===== config.mk =====
export PLATFORM = sky130hd
export DESIGN_NAME = booth_mac_seq
export DESIGN_NICKNAME = d
export VERILOG_FILES = /design/src/rtl/booth_mac_seq.sv
export SDC_FILE = /design/constraint.sdc
export NUM_CORES = 1
export LEC_CHECK = 0
export BUFFER_PORTS_ARGS = -buffer_cell sky130_fd_sc_hd__buf_2
export CORE_UTILIZATION = 50
export CTS_CLUSTER_DIAMETER = 200
export CTS_CLUSTER_SIZE = 40
export DETAILED_ROUTE_END_ITERATION = 10
export PLACE_DENSITY_LB_ADDON = 0.12
export SYNTH_ARGS = -nofsm -noshare
export SYNTH_HDL_FRONTEND = slang
export SYNTH_SLANG_ARGS = --single-unit

===== constraint.sdc =====
create_clock -name clk -period 23.3 [get_ports clk]
set_clock_uncertainty 0.15 [all_clocks]
set_input_delay 1.165 -clock clk [delete_from_list [all_inputs] [get_ports clk]]
set_output_delay 1.165 -clock clk [all_outputs]
set_load 0.005 [all_outputs]

===== src/rtl/booth_mac_seq.sv =====
// Sequential radix-8 Booth multiply-accumulate: one Booth digit per cycle through one shared adder.
// Optional BOOTH_EARLY_TERM_EN: stop iterating once the remaining multiplier bits are all zero.
module booth_mac_seq #(
  parameter int WIDTH  = 32,
  parameter int GROUPS = (WIDTH + 2) / 3,
  parameter int ACC_W  = 2 * WIDTH + 8
) (
  input  logic             clk,
  input  logic             rst_n,
  input  logic             in_valid,
  output logic             in_ready,
  input  logic [WIDTH-1:0] in_a,
  input  logic [WIDTH-1:0] in_b,
  input  logic             in_clr,
  output logic             out_valid,
  input  logic             out_ready,
  output logic [ACC_W-1:0] acc_out,
  output logic             busy
);
  localparam int PW = 2 * WIDTH + 3;
  localparam int CW = $clog2(GROUPS);
  localparam int BW = WIDTH + 4;

  localparam logic [1:0] IDLE = 2'd0;
  localparam logic [1:0] PREP = 2'd1;
  localparam logic [1:0] ITER = 2'd2;
  localparam logic [1:0] DONE = 2'd3;

  logic [1:0]       state;
  logic [WIDTH-1:0] a_r, b_r;
  logic             clr_r;
  logic [WIDTH+1:0] a3;
  logic [PW-1:0]    prod;
  logic [CW-1:0]    cnt;
  logic [ACC_W-1:0] acc;

  logic [CW+1:0]    sh;
  logic [BW-1:0]    bext;
  logic [3:0]       win, dig, mag;
  logic             neg, last;
  logic [WIDTH+1:0] pp;
  logic [PW-1:0]    ppx, term, prod_nx;

  // b[-1] sits at bext[0]; bits above WIDTH-1 read as zero
  always_comb begin
    sh   = {1'b0, cnt, 1'b0} + {2'b0, cnt};
    bext = {3'b0, b_r, 1'b0};
    win  = bext[sh +: 4];
    dig  = (win[3] ? 4'b1100 : 4'b0000) + {2'b0, win[2], 1'b0} + {3'b0, win[1]} + {3'b0, win[0]};
    neg  = dig[3];
    mag  = neg ? (4'd0 - dig) : dig;
    case (mag)
      4'd1:    pp = {2'b0, a_r};
      4'd2:    pp = {1'b0, a_r, 1'b0};
      4'd3:    pp = a3;
      4'd4:    pp = {a_r, 2'b0};
      default: pp = '0;
    endcase
    ppx     = {{(PW-WIDTH-2){1'b0}}, pp};
    term    = (neg ? (PW'(0) - ppx) : ppx) << sh;
    prod_nx = prod + term;
`ifdef BOOTH_EARLY_TERM_EN
    last = (cnt == CW'(GROUPS - 1)) || ((b_r >> (sh + (CW+2)'(2))) == '0);
`else
    last = (cnt == CW'(GROUPS - 1));
`endif
  end

  always_ff @(posedge clk or negedge rst_n) begin
    if (!rst_n) begin
      state <= IDLE;
      a_r   <= '0;
      b_r   <= '0;
      clr_r <= 1'b0;
      a3    <= '0;
      prod  <= '0;
      cnt   <= '0;
      acc   <= '0;
    end else begin
      case (state)
        IDLE: if (in_valid) begin
          a_r   <= in_a;
          b_r   <= in_b;
          clr_r <= in_clr;
          prod  <= '0;
          state <= PREP;
        end
        PREP: begin
          a3    <= {2'b0, a_r} + {1'b0, a_r, 1'b0};
          cnt   <= '0;
          state <= ITER;
        end
        ITER: begin
          prod <= prod_nx;
          cnt  <= cnt + CW'(1);
          if (last) begin
            acc   <= (clr_r ? '0 : acc) + {{(ACC_W-2*WIDTH){1'b0}}, prod_nx[2*WIDTH-1:0]};
            state <= DONE;
          end
        end
        default: if (out_ready) state <= IDLE;
      endcase
    end
  end

  assign in_ready  = (state == IDLE);
  assign out_valid = (state == DONE);
  assign busy      = (state != IDLE);
  assign acc_out   = acc;
endmodule


==> reports/qor.yml <==
global_routing:
  grt_pass1_wl_um: 108000
  overflow: 0
  grt_start_max_net_pins: 150
  grt_use_total_pct: 27.9
  antenna_found_initial: 0
  grt_pass1_vias: 19837
clock_network:
  hold_buffers: 0
  postCtsSetupRepairBufs: 0
  cts.sink_count: 241
  cts.repair.resized: 0
  cts_tree: "done"
  root_buffer: "clkbuf_16"
  cts_made_buffers: 10
  clock_latency_ns: 0.53
  cts_max_level: 1
  path_clk_slew_ns: 0.15
  clock_path_buffers: 3
outcome:
  status: "completed"
detailed_routing:
  route.vias.total: 20727
  first_pass_iters: 6
  drt_iter0_markers: 1649
  routed_via_density: 6.22
  wl_per_cell_um: 19.8
  drcViolationCount: 0
  routed_wirelength_um: 66100
  ant_nets: 0
finish:
  insertedDiodeCount: 0
  layout-drive-gt1-share_pct: 14.3
  fillerInstances: 4285
  finalNetCount: 2977
  fin_util_pct: 54.1
  syn_to_final_growth_pct: 6.46
  mostFrequentLayoutCell: "nand2_1"
  final_cell_mix: "254 x nand2_1, 239 x dfrtp_1, 201 x o21ai_0"
  multiInputGateArea_um2: 16300
  layout.cells.non_filler: 3333
  regArea_um2: 6030
floorplan:
  dieWidth_um: 217
  coreArea_um2: 45600
  ios: 144
  die_h_um: 217
  die_area_um2: 47200
  start_util_pct: 50.8
  num_rows: 78
job:
  cap_violations: 0
synth:
  syn_avg_cell_area_um2: 8.63
  synth_edf_count: 0
  syn_nets: 2932
  synth_cells: 2685
  ys_seq_area_share_pct: 26.0
  ys_ff_latch: 241
  synthArstFlopShare_pct: 100
  synth_warnings: 0
  synthDistinctLibCells: 105
  ys.flop_type: "dfrtp_1"
  synthesis.area_um2: 23200
worst_setup_path:
  slowest_stage: "fa_2"
  crit_top_cell: "nand2_1"
  critical_path.max_stage_delay_ns: 1.00
  arrival_ns: 16.58
  worst_setup_path_start_kind: "flip-flop"
  crit_type: "reg2reg"
  path_delay_family: "compound AO/OA/AOI/OAI gates"
  endpoint_kind: "flip-flop"
  path_max_fanout: 41
  critPathBufInv: 4
  worstPathRequired_ns: 23.61
sta:
  hold_viol_final: 0
  tightest_slew_ns: 1.08
  max_freq_mhz: 61.5
  setup_viol: 0
  rsz0062_at_grt: "false"
  fin_crit_ns: 16.27
  report.final.slew_viol_count: 0
  holdWs_ns: 0.349
  slew_headroom_pct: 27.1
  finalCritPeriodShare_pct: 69.8
  tns_ns: 0
worst_hold_path:
  hp-class: "reg2reg"
placed_design:
  dp_cells: 3318
  dpl.hpwl_um: 50000
  port_buffers: 143
  gp_congestion: 0.942
-- cells in the mapped netlist, drive strengths merged, types with 16 or more instances --
cell type / number / share of area (%)
nand2: 257 / 4.2
dfrtp: 241 / 26
o21ai: 213 / 4.6
nor2: 194 / 3.1
ha: 174 / 9.4
a21oi: 160 / 3.5
xnor2: 113 / 4.3
mux2: 110 / 5.3
clkbuf: 102 / 1.7
nor2b: 93 / 2.5
mux2i: 89 / 3.8
inv: 81 / 1.3
a21o: 77 / 2.5
a22o: 65 / 2.5
nand3: 63 / 1.4
xor2: 55 / 2.2
nor3: 49 / 1.1
buf: 36 / 0.86
o211ai: 36 / 1.2
o21a: 31 / 1.0
nand2b: 30 / 0.81
o31ai: 28 / 0.97
mux4: 27 / 2.6
a31oi: 24 / 0.65
and2: 20 / 0.55
and3: 19 / 0.51
a211oi: 16 / 0.52
o22ai: 16 / 0.43
or3: 16 / 0.43
-- sequential cells by signal, indices dropped and copies added, names as in the netlist --
name / count
prod: 64
acc_out: 72
b_r: 32
state: 2
a3: 34
clr_r: 1
cnt: 4
a_r: 32
-- kinds of logic after synthesis --
group	count (synthesis)	share of synthesized area [%]
adder cells (fa/ha/maj)	178	9.74
AO/OA/AOI/OAI	846	25.2
XOR/XNOR	168	6.47
multiplexers	226	11.8
buffers and inverters	220	3.84
flip-flops	241	26.0
AND/OR/NAND/NOR	806	16.9
-- layout make-up --
type,count,area share (%)
clock buffer,14,1.16
clock inverter,1,0.122
inverter,82,1.25
multi-input combinational,2224,66.1
sequential,241,24.5
tap,600,3.04
timing repair buffer,171,3.85
-- metal layers --
layer	track usage [%]	part of all wire (%)	vias to the layer above
li1	-	-	10034
met1	40.0	47	10029
met2	44.3	45	567
met3	3.33	5.1	97
met4	7.75	2.8	0
met5	0	0	-
-- stage by stage --
step	instance area, um2	setup slack [ns]
final	24700	7.03
after global routing	24700	5.57
after CTS	24700	7.25
after detailed placement	24300	7.32
after global placement	24300	7.75
after floorplan	23200	9.02
-- worst min-delay path, cell delays in order, from the launching register on --
cell and delay, ns:
dfrtp_1 0.37, nand2_1 0.05, o31ai_1 0.06
-- final timing paths --
check                              end    from  slack, ns  cells after the start
hold reg to reg                 a3[14]  a3[14]       0.35                      2
hold / removal                  a3[14]  a3[14]       0.35                      2
setup / recovery           acc_out[71]  cnt[0]       7.03                     58
setup reg to reg           acc_out[71]  cnt[0]       7.03                     58
min in group asynchronous      b_r[19]   rst_n       0.43                      1
max in group asynchronous  acc_out[38]   rst_n      21.30                      2
Power is left out: the tool's default activity adds up to more than one toggle a clock period on the data nets, which glitch-free logic cannot reach.
